[config.mk]
export PLATFORM = sky130hd
export DESIGN_NAME = pipe_hazard_ctrl_flat
export DESIGN_NICKNAME = d
export VERILOG_FILES = /design/src/rtl/pipe_hazard_ctrl_if.sv /design/src/rtl/pipe_hazard_ctrl.sv /design/src/flat_wrapper.sv
export SDC_FILE = /design/constraint.sdc
export NUM_CORES = 1
export LEC_CHECK = 0
export BUFFER_PORTS_ARGS = -buffer_cell sky130_fd_sc_hd__buf_4
export CAP_MARGIN = 25
export CORE_MARGIN = 2
export CORE_UTILIZATION = 51
export DETAILED_ROUTE_END_ITERATION = 12
export GPL_ROUTABILITY_DRIVEN = 0
export PLACE_DENSITY_LB_ADDON = 0.12
export SLEW_MARGIN = 10
export SYNTH_ARGS = -nofsm -noshare
export SYNTH_HDL_FRONTEND = slang
export SYNTH_SLANG_ARGS = --single-unit
[constraint.sdc]
create_clock -name clk -period 2.5 [get_ports clk]
set_clock_uncertainty 0.1 [all_clocks]
set_input_delay 0.125 -clock clk [delete_from_list [all_inputs] [get_ports clk]]
set_output_delay 0.125 -clock clk [all_outputs]
set_load 0.05 [all_outputs]
[src/rtl/pipe_hazard_ctrl_if.sv]
// Decode/writeback/branch handshake bundle between the pipeline datapath and the hazard controller.
// The master side drives the instruction, writeback and branch-resolution inputs; the slave side drives the stall and flush controls.
interface pipe_hazard_ctrl_if;
  logic [31:0] if_instr;
  logic        wb_valid;
  logic [4:0]  wb_reg;
  logic        br_resolve;
  logic        br_taken;
  logic        pc_write;
  logic        if_id_write;
  logic        id_bubble;
  logic        if_flush;
  logic [1:0]  state;
  logic [15:0] stall_cnt;
  logic [7:0]  flush_cnt;
  logic        proto_err;

  modport master (
    output if_instr, wb_valid, wb_reg, br_resolve, br_taken,
    input  pc_write, if_id_write, id_bubble, if_flush, state, stall_cnt, flush_cnt, proto_err
  );

  modport slave (
    input  if_instr, wb_valid, wb_reg, br_resolve, br_taken,
    output pc_write, if_id_write, id_bubble, if_flush, state, stall_cnt, flush_cnt, proto_err
  );
endinterface

[src/rtl/pipe_hazard_ctrl.sv]
// Scoreboard-based load-use/branch/jump hazard controller for a single-issue pipeline.
// Control outputs are combinational from state, if_instr and scoreboard; state, scoreboard and counters update on the clock edge.
module pipe_hazard_ctrl (
  input logic               clk,
  input logic               rst,
  pipe_hazard_ctrl_if.slave bus
);

  typedef enum logic [1:0] {
    RUN     = 2'b00,
    BR_WAIT = 2'b01,
    FLUSH   = 2'b10
  } state_t;

  state_t      state_q, state_d;
  logic [11:0] sb_q, sb_d;
  logic [15:0] stall_cnt_q, stall_cnt_d;
  logic [7:0]  flush_cnt_q, flush_cnt_d;
  logic        proto_err_q, proto_err_d;

  // Only $t0-$t5 (8-13) and $s0-$s5 (16-21) are tracked; anything else yields an empty mask.
  function automatic logic [11:0] reg_mask(input logic [4:0] r);
    logic [11:0] m;
    m = '0;
    if (r >= 5'd8 && r <= 5'd13) begin
      m = 12'd1 << (r - 5'd8);
    end else if (r >= 5'd16 && r <= 5'd21) begin
      m = 12'd1 << (r - 5'd10);
    end
    return m;
  endfunction

  logic [5:0]  opcode;
  logic [4:0]  rs, rt, rd;
  logic        is_nop, is_rtype, is_ld_imm, is_st_br, is_bne, is_jump;
  logic        use_rs, use_rt;
  logic [11:0] src_mask, dst_mask, clr_mask;
  logic        hazard, issue;

  assign opcode    = bus.if_instr[31:26];
  assign rs        = bus.if_instr[25:21];
  assign rt        = bus.if_instr[20:16];
  assign rd        = bus.if_instr[15:11];

  assign is_nop    = (bus.if_instr == 32'd0);
  assign is_rtype  = !is_nop && (opcode == 6'b000000);
  assign is_ld_imm = (opcode == 6'b100011) || (opcode == 6'b001000);
  assign is_bne    = (opcode == 6'b000101);
  assign is_st_br  = (opcode == 6'b101011) || is_bne;
  assign is_jump   = (opcode != 6'b000000) && !is_ld_imm && !is_st_br;

  assign use_rs    = is_rtype || is_ld_imm || is_st_br;
  assign use_rt    = is_rtype || is_st_br;

  assign src_mask  = (use_rs ? reg_mask(rs) : 12'd0) | (use_rt ? reg_mask(rt) : 12'd0);
  assign dst_mask  = is_rtype ? reg_mask(rd) : (is_ld_imm ? reg_mask(rt) : 12'd0);
  assign clr_mask  = bus.wb_valid ? reg_mask(bus.wb_reg) : 12'd0;

  assign hazard    = (state_q == RUN) && |(src_mask & sb_q);
  assign issue     = (state_q == RUN) && !hazard;

  always_comb begin
    bus.pc_write    = 1'b1;
    bus.if_id_write = 1'b1;
    bus.id_bubble   = 1'b0;
    bus.if_flush    = 1'b0;
    state_d         = state_q;
    case (state_q)
      RUN: begin
        if (hazard) begin
          bus.pc_write    = 1'b0;
          bus.if_id_write = 1'b0;
          bus.id_bubble   = 1'b1;
        end else if (is_bne) begin
          state_d = BR_WAIT;
        end else if (is_jump) begin
          state_d = FLUSH;
        end
      end
      BR_WAIT: begin
        bus.pc_write    = bus.br_resolve;
        bus.if_id_write = 1'b0;
        bus.id_bubble   = 1'b1;
        bus.if_flush    = bus.br_resolve && bus.br_taken;
        if (bus.br_resolve) state_d = RUN;
      end
      FLUSH: begin
        bus.if_id_write = 1'b0;
        bus.id_bubble   = 1'b1;
        bus.if_flush    = 1'b1;
        state_d         = RUN;
      end
      default: state_d = RUN;
    endcase
  end

  // Set is applied after clear so an issuing writer wins a same-edge retire of the same register.
  always_comb begin
    sb_d        = (sb_q & ~clr_mask) | (issue ? dst_mask : 12'd0);
    stall_cnt_d = stall_cnt_q;
    flush_cnt_d = flush_cnt_q;
    proto_err_d = proto_err_q;
    if (hazard && stall_cnt_q != 16'hFFFF) stall_cnt_d = stall_cnt_q + 16'd1;
    if (bus.if_flush && flush_cnt_q != 8'hFF) flush_cnt_d = flush_cnt_q + 8'd1;
    if (bus.br_resolve && state_q != BR_WAIT) proto_err_d = 1'b1;
  end

  always_ff @(posedge clk or negedge rst) begin
    if (!rst) begin
      state_q     <= RUN;
      sb_q        <= '0;
      stall_cnt_q <= '0;
      flush_cnt_q <= '0;
      proto_err_q <= 1'b0;
    end else begin
      state_q     <= state_d;
      sb_q        <= sb_d;
      stall_cnt_q <= stall_cnt_d;
      flush_cnt_q <= flush_cnt_d;
      proto_err_q <= proto_err_d;
    end
  end

  assign bus.state     = state_q;
  assign bus.stall_cnt = stall_cnt_q;
  assign bus.flush_cnt = flush_cnt_q;
  assign bus.proto_err = proto_err_q;

endmodule

[src/flat_wrapper.sv]
// flat-port wrapper written by rule: the top's interface ports become plain ports
module pipe_hazard_ctrl_flat 
  (clk, rst, bus_if_instr, bus_wb_valid, bus_wb_reg, bus_br_resolve, bus_br_taken, bus_pc_write, bus_if_id_write, bus_id_bubble, bus_if_flush, bus_state, bus_stall_cnt, bus_flush_cnt, bus_proto_err);
  pipe_hazard_ctrl_if bus_i ();
  input logic clk;
  input logic rst;
  input wire logic [$bits(bus_i.if_instr)-1:0] bus_if_instr;
  input wire logic [$bits(bus_i.wb_valid)-1:0] bus_wb_valid;
  input wire logic [$bits(bus_i.wb_reg)-1:0] bus_wb_reg;
  input wire logic [$bits(bus_i.br_resolve)-1:0] bus_br_resolve;
  input wire logic [$bits(bus_i.br_taken)-1:0] bus_br_taken;
  output wire logic [$bits(bus_i.pc_write)-1:0] bus_pc_write;
  output wire logic [$bits(bus_i.if_id_write)-1:0] bus_if_id_write;
  output wire logic [$bits(bus_i.id_bubble)-1:0] bus_id_bubble;
  output wire logic [$bits(bus_i.if_flush)-1:0] bus_if_flush;
  output wire logic [$bits(bus_i.state)-1:0] bus_state;
  output wire logic [$bits(bus_i.stall_cnt)-1:0] bus_stall_cnt;
  output wire logic [$bits(bus_i.flush_cnt)-1:0] bus_flush_cnt;
  output wire logic [$bits(bus_i.proto_err)-1:0] bus_proto_err;
  assign bus_i.if_instr = bus_if_instr;
  assign bus_i.wb_valid = bus_wb_valid;
  assign bus_i.wb_reg = bus_wb_reg;
  assign bus_i.br_resolve = bus_br_resolve;
  assign bus_i.br_taken = bus_br_taken;
  assign bus_pc_write = bus_i.pc_write;
  assign bus_if_id_write = bus_i.if_id_write;
  assign bus_id_bubble = bus_i.id_bubble;
  assign bus_if_flush = bus_i.if_flush;
  assign bus_state = bus_i.state;
  assign bus_stall_cnt = bus_i.stall_cnt;
  assign bus_flush_cnt = bus_i.flush_cnt;
  assign bus_proto_err = bus_i.proto_err;
  pipe_hazard_ctrl u_core (.clk(clk), .rst(rst), .bus(bus_i));
endmodule
# Yosys cells after proc, flatten, opt, wreduce, memory -nomap -nowiden
# Index checks and enable logic that the tools add are counted.
# totals
register_bits	39
word_cells	114
inputBits	42
# classes
shift	8
n_bitwise	5
eq_ne	12
muxes	25
reduce_logical	33
add_sub_neg	10
order_cmp	16
# ops
op	n
$mux 12	14
$shl 1x5->12 const A	8
$sub 5x4->5 const B	8
$logic_not 32->1	1
$and 12x12->12	2
$or 12x12->12	2
$ge 5x4->1 const B	4
$ge 5x5->1 const B	4
$le 5x4->1 const B	4
$le 5x5->1 const B	4
$logic_and 1x1->1	17
$add 16x1->16 const B	1
$ne 16x16->1 const B	1
$eq 6x6->1 const B	2
$not 12->12	1
$reduce_or 12->1	1
$add 8x1->8 const B	1
$mux 2	4
$ne 8x8->1 const B	1
$pmux 1 s2	4
$eq 6x3->1 const B	1
$eq 6x4->1 const B	1
$logic_not 6->1	1
$reduce_bool 6->1	1
other kinds (12)	21

# Logic depth before layout (Yosys ltp)
# Gate-level depths: netlist of run 1.
# logic_depth
word_depth	14
ltp_mapped	14
depth_no_buf	11

# Worst setup path after synthesis of run 1
# No wires, ideal clock.
# synth_path
path_kind	input port to output port
start	in bus_if_instr[22]
end	out bus_id_bubble
path_stages	14
path_slack_ns	-0.661
arrival_ns	2.936
t_required_ns	2.275
path_cell_list	clkbuf_1 > inv_1 > ha_1 > a211oi_1 > o311ai_1 > o32ai_1 > a22oi_1 > o21ai_0 > nand2_1 > nand4_1 > buf_4 > buf_6 > a21oi_1 > nor2_1
# synth_via
elab_chain_cells	12
elab_cells_between_ends	26
classes_between	add/sub: 2; order compare: 4; shift: 2; mux: 6; bitwise: 2; reduce/logical: 10
# synth_lines
element	line	source
start, declared	flat_wrapper.sv:7	input wire logic [$bits(bus_i.if_instr)-1:0] bus_if_instr;
parallel branches: the longest is 6 deep, another holds $sub 5x4->5	n/a	
$or 12x12->12 (*)	pipe_hazard_ctrl.sv:55	assign src_mask = (use_rs ? reg_mask(rs) : 12'd0) | (use_rt ? reg_mask(rt) : 12'd0);
$and 12x12->12 (*)	pipe_hazard_ctrl.sv:59	assign hazard = (state_q == RUN) && |(src_mask & sb_q);
$reduce_or 12->1 (*)	pipe_hazard_ctrl.sv:59	
$logic_and 1x1->1 (*)	pipe_hazard_ctrl.sv:59	
$mux 1 (*)	pipe_hazard_ctrl.sv:70	if (hazard) begin
$pmux 1 s2 (*)	pipe_hazard_ctrl.sv:68	case (state_q)
end, declared	flat_wrapper.sv:14	output wire logic [$bits(bus_i.id_bubble)-1:0] bus_id_bubble;
# Mark *: on every way between the ends.

# Worst setup path in the final report of run 1
# layout_path
start	in bus_if_instr[19]
end	out bus_id_bubble
# Same word-level chain as after synthesis.

==> impl_results.md, run 1 <==
* CTS Buf Count at 5
* Gr usage total at 0.276
* CP max stage delay at 320 ps
* Via count of the first global-routing pass at 4,176
* Core footprint at 7290 um^2
* Clock Root Buffer: clkbuf_8
* CP Data Required Time at 2280 ps
* Top_reg_cell synth: dfrtp_1
* Total die area at 8310 um^2
* Failing checks: setup timing
* Pre-antenna DRT Iters at 5
* Seq/Total Area, Yosys at 0.252
* Clk Latency, worst-skew pair at 280 ps
* Post-synthesis register bit count at 39
* Crit path max fanout at 6
* Power Dens Cells at 467 nW/um^2
* Hold_ws at 113 ps
* TritonCTS clock tree: yes
* Initial antenna violation count at 0
* Synthesized area at 3870 um^2
* Clock sinks at 39
* Cells along the critical path: buf_4 > inv_4 > buf_4 > ha_4 > nor2_2 > o311ai_4 > buf_4 > nor3_1 > nor4_1 > o2111ai_1 > a211oi_1 > nand4_1 > buf_4 > a21oi_2 > nor2_4 > buf_4
* Avg Synthesized Cell Area at 8.20 um^2
* Crit Path Class: primary input to primary output
* Final Cell Area at 5450 um^2
* Synth Warn # at 0
* Syn nets at 551
* MaxCap Viol Count at 0
* Row cnt at 31
* First-pass GRT wire length at 19,200 um
* Clk slew on worst S/H paths at 70 ps
* Fin. max-slew vios at 0
* PnR worst setup slack at -364 ps
* PortBufs at 72
* Cell count after synthesis at 472
* Placement Cell Area at 5130 um^2
* Period utilization at 1.15
* Net count reported at finish at 698
* Maximum VDD drop at 972 uV
* Worst slew margin at 0.647
* Clk buf depth at 2
* Crit path max-delay cell type: o311ai_4
* Vias per cell at 6.08
* IO Pins at 73
* Setup slack, reg-to-reg at -90 ps
* Starting DRT DRC Count at 340
* Die X at 91.1 um
* Pleak at 2.45 nW
* Dpl hpwl at 8770 um
* Residual DRC count at 0
* CP most frequent cell: buf_4
* DRT antenna net count at 0
* Outcome: complete, but fails checks
* GRT overflow at 0
* Async set-reset flop share out of synthesis at 1.00
* Via count at 4,356
* Dpl ws at -343 ps
* Synth-to-Final Area Change at 40.7%
* Crit path time final at 2860 ps
* Layout cells sized above 1 at 0.340
* Final-report setup violation count at 13
* Starting Density at 0.531
* Fmax at 349 MHz
* Die Height at 91.1 um
* Largest net degree at the start of global routing at 40
* Worst path arrival time at 2640 ps
* Final WL at 11,600 um
* Diodes inserted at 0
* Cell variety after synth at 67
* Worst setup EP type: primary output
* Routed len/inst at 16.2 um
* Hold crit path type: primary input to flip-flop
* Worst setup SP type: primary input
* H-tree Lvls at 2
* Slew @ Worst Pin at 524 ps
* Post-layout util at 0.747
* RSZ-0062 raised after global routing: true
* EDFF count, synth at 0
* Power, Total at 2.54 mW
* Filler Cell Count at 558
* Hold Vio Cnt, Final at 0
==> sequential cells by signal, summed over array words and instances, names as in the netlist <==
signal	flops
u_core.bus.stall_cnt	16
u_core.sb_q	12
u_core.bus.state	2
u_core.bus.flush_cnt	8
u_core.bus.proto_err	1
==> cells by family after synthesis <==
family	count (synthesis)	share of synthesized area
flip-flops	39	0.252
XOR/XNOR	24	0.0543
adder cells (fa/ha/maj)	37	0.120
multiplexers	10	0.0275
buffers and inverters	53	0.0562
AND/OR/NAND/NOR	190	0.268
AO/OA/AOI/OAI	119	0.222
==> per-layer routing <==
metal  up-vias  global-route usage  share of wire
li1       2062                   -              -
met1      2035               0.353           0.40
met2       209               0.473           0.49
met3        50              0.0398          0.074
met4         0              0.0997          0.027
met5         -                   0              0
==> report_power, final <==
group	switching (mW)	total, mW	internal, mW
Sequential	0.0926	0.793	0.700
Clock	0.204	0.390	0.186
Combinational	0.835	1.36	0.524
==> critical path, delay by kind of cell <==
kind	cells	cell delay, ps
AOI/OAI and AO/OA	4	910
adders and majority gates	1	120
buffers and inverters	6	880
and+or+nand+nor	5	600
==> final timing paths <==
kind | depth (start not counted) | from | end
worst max-delay path | 16 | bus_if_instr[19] | bus_id_bubble
worst min-delay path | 3 | bus_wb_valid | u_core.sb_q[7]
worst max register to register | 10 | u_core.sb_q[7] | u_core.bus.stall_cnt[1]
worst min register to register | 1 | u_core.bus.proto_err | u_core.bus.proto_err
max in group asynchronous | 2 | rst | u_core.bus.state[1]
min in group asynchronous | 2 | rst | u_core.bus.stall_cnt[10]
==> synth_stat cells (6+ instances only) <==
cell / instances / area share
dfrtp_1: 39 / 0.25
ha_1: 37 / 0.12
nand2_1: 37 / 0.036
inv_1: 33 / 0.032
nand3_1: 29 / 0.037
nor2_1: 28 / 0.027
o21ai_0: 21 / 0.027
xnor2_1: 21 / 0.047
and3_1: 16 / 0.026
a21oi_1: 15 / 0.019
nand4_1: 15 / 0.024
nor4_1: 14 / 0.023
clkbuf_1: 12 / 0.012
a31oi_1: 10 / 0.016
nor3_1: 8 / 0.010
a22oi_1: 7 / 0.014
o22ai_1: 7 / 0.011
a22o_1: 6 / 0.014
nor2b_1: 6 / 0.0097
nor3b_1: 6 / 0.012
o2111ai_1: 6 / 0.014
o32ai_1: 6 / 0.014
==> layout by cell type (no fill, tap or decap), types with 3 or more instances in the layout <==
cell type / synthesis / final
buf_4: 2 / 150
nand2_1: 37 / 37
dfrtp_1: 39 / 37
ha_1: 37 / 31
inv_1: 33 / 30
nand3_1: 29 / 29
nor2_1: 28 / 26
xnor2_1: 21 / 21
o21ai_0: 21 / 19
and3_1: 16 / 16
nand4_1: 15 / 15
nor4_1: 14 / 13
a21oi_1: 15 / 13
a31oi_1: 10 / 10
nor3_1: 8 / 8
a22oi_1: 7 / 7
o22ai_1: 7 / 7
o21ai_2: 0 / 7
o2111ai_1: 6 / 6
o32ai_1: 6 / 6
nor3b_1: 6 / 6
a22o_1: 6 / 6
o211ai_1: 5 / 5
ha_4: 0 / 5
clkbuf_8: 0 / 5
mux2i_1: 5 / 4
mux2_2: 5 / 4
nand2b_1: 4 / 4
nor4b_1: 5 / 4
a21o_1: 4 / 4
nor2b_1: 6 / 4
and4b_1: 3 / 3
nand3b_1: 3 / 3
or2_2: 3 / 3
xor2_1: 3 / 3
buf_6: 1 / 3
==> what timing repair did <==
| action | in CTS | in global routing |
|---|---|---|
| pin swaps | 4 | 9 |
| gates resized for setup | 6 | 22 |
| setup buffers | 2 | 8 |
| setup endpoints to repair | 5 | 32 |
| hold buffers | 2 | 0 |
| hold endpoints to repair | 40 | 0 |
==> layout make-up <==
cell class / instances / area, um^2 / share of cell area
timing repair buffer: 159 / 1250 / 0.229
sequential: 39 / 978 / 0.180
tap: 99 / 124 / 0.0227
inverter: 34 / 134 / 0.0246
multi-input combinational: 380 / 2890 / 0.531
clock buffer: 6 / 72.6 / 0.0133
==> metrics by stage <==
stage,std cells,setup TNS [ps]
finish,717,-1750
global route,717,-5650
CTS,709,-749
detailed placement,699,-7830
global placement,699,-6200
floorplan,472,-332
Note: power is estimated with default switching activity, not from simulation.
==> run 2, diff against run 1 <==
PLACE_DENSITY = 0.84   (was default)
PLACE_DENSITY_LB_ADDON = default   (was 0.12)
==> run 2 against run 1 <==
The run still ends with setup timing left; non-clock buffer count fell by 3; sequential cell count did not move; critical path type is now flip-flop to primary output; critical endpoint is now bus_pc_write; power rose by 9.9%; setup slack got worse by 130 ps; global-route usage rose by 2.4 points; sequential power rose by 1%; worst hold slack got worse by 39 ps; final area rose by 4.1%; highest routed layer unchanged.
==> impl_results.md, run 2 (synthesized netlist as in run 1, its figures left out) <==
* Final WL at 13,300 um
* Max reg flops at 16
* Power, Total at 2.79 mW
* IO Pins at 73
* Crit Path Class: flip-flop to primary output
* Hold_ws at 73.9 ps
* Setup slack, reg-to-reg at -330 ps
* Starting Density at 0.531
* Initial antenna violation count at 0
* Largest net degree at the start of global routing at 40
* PortBufs at 72
* Hold Vio Cnt, Final at 0
* Most common cell after layout, fill and taps aside: buf_4
* Clk buf depth at 2
* Worst path arrival time at 2770 ps
* Crit path time final at 2990 ps
* Period utilization at 1.20
* Final Cell Area at 5680 um^2
* Routed len/inst at 18.5 um
* MaxCap Viol Count at 0
* Crit path max fanout at 3
* Diodes inserted at 0
* H-tree Lvls at 2
* Commonest cells after routing, fill and taps aside: 142 x buf_4, 37 x nand2_1, 37 x dfrtp_1, 31 x ha_1, 30 x inv_1
* Net count reported at finish at 695
* Layout cells sized above 1 at 0.363
* Worst slew margin at 0.655
* Die Height at 91.1 um
* CTS Buf Count at 5
* Slew @ Worst Pin at 512 ps
* Fmax at 334 MHz
* Die X at 91.1 um
* Filler Cell Count at 474
* Clock sinks at 39
* Clk slew on worst S/H paths at 80 ps
* Placement Cell Area at 5110 um^2
* Pleak at 2.52 nW
* Via count at 4,618
* Vias per cell at 6.45
* TritonCTS clock tree: yes
* Worst setup SP type: flip-flop
* Clk Latency, worst-skew pair at 300 ps
* Power Dens Cells at 492 nW/um^2
* Synth-to-Final Area Change at 46.6%
* Dpl hpwl at 8910 um
* Setup_tns at -7640 ps
* First-pass GRT wire length at 20,700 um
* Final-report setup violation count at 33
* Worst setup EP type: primary output
* GRT overflow at 0
* RSZ-0062 raised after global routing: true
* Dpl ws at -419 ps
* Failing checks: setup timing
* CP Data Required Time at 2280 ps
* Residual DRC count at 0
* Outcome: complete, but fails checks
* Hold crit path type: primary input to flip-flop
* Pre-antenna DRT Iters at 6
* Core footprint at 7290 um^2
* DRT antenna net count at 0
* Starting DRT DRC Count at 580
* Gr usage total at 0.300
* Clock Root Buffer: clkbuf_8
* Total die area at 8310 um^2
* Maximum VDD drop at 1060 uV
* Via count of the first global-routing pass at 4,427
* Fin. max-slew vios at 0
* Row cnt at 31
* PnR worst setup slack at -495 ps
==> run 2: cell count changes in the layout (fill, tap and decap cells not counted), sizes merged <==
cell,previous run,this run
bufinv,0,1
clkinv,1,2
buf,157,154
==> run 2: per-stage QoR <==
step	instances	util
final	716	0.778
after global routing	716	0.778
after CTS	711	0.751
after detailed placement	694	0.701
after global placement	694	0.701
after floorplan	472	-
==> run 2: routing by layer <==
metal | up-vias | global-route usage | part of all wire
li1 | 2059 | - | -
met1 | 2194 | 0.363 | 0.38
met2 | 307 | 0.542 | 0.51
met3 | 58 | 0.0506 | 0.082
met4 | 0 | 0.0909 | 0.026
met5 | - | 0 | 0
==> run 2: area by class of cell <==
cell class,instances,area [um^2],area share
Tap cell,99,124,0.0218
Clock buffer,6,82.6,0.0146
Timing Repair Buffer,156,1280,0.226
Inverter,34,134,0.0236
Sequential cell,39,978,0.172
Clock inverter,2,35.0,0.00617
Multi-Input combinational cell,380,3040,0.536
==> run 2: path summary, 6_finish.rpt <==
path / depth (start not counted) / endpoint / startpoint
max: 10 / bus_pc_write / u_core.sb_q[7]
max in group asynchronous: 2 / u_core.bus.state[0] / rst
max reg2reg: 12 / u_core.bus.state[1] / u_core.sb_q[7]
min reg2reg: 1 / u_core.bus.proto_err / u_core.bus.proto_err
min: 3 / u_core.sb_q[5] / bus_wb_valid
min in group asynchronous: 2 / u_core.bus.state[1] / rst
==> run 2: repair_timing <==
action / in CTS / in global routing
endpoints found under the setup margin: 21 / 33
pin swaps: 9 / 17
buffers inserted: 8 / 7
hold buffers: 2 / 0
endpoints found under the hold margin: 40 / 0
cloned: 1 / 0
gates resized for setup: 30 / 36
==> run 2: report_power, final <==
| part | total, mW | internal (mW) | switching [mW] |
|---|---|---|---|
| Combinational | 1.43 | 0.540 | 0.895 |
| Sequential | 0.802 | 0.700 | 0.103 |
| Clock | 0.558 | 0.323 | 0.234 |
==> run 2: critical path: stages, from the launching register on <==
cell,delay (ps)
dfrtp_1,410
mux2_4,280
a21oi_4,140
nor4_2,60
nor4_1,190
o2111ai_1,190
a211oi_1,300
nand4_1,240
or2_4,330
o211ai_1,110
buf_4,230
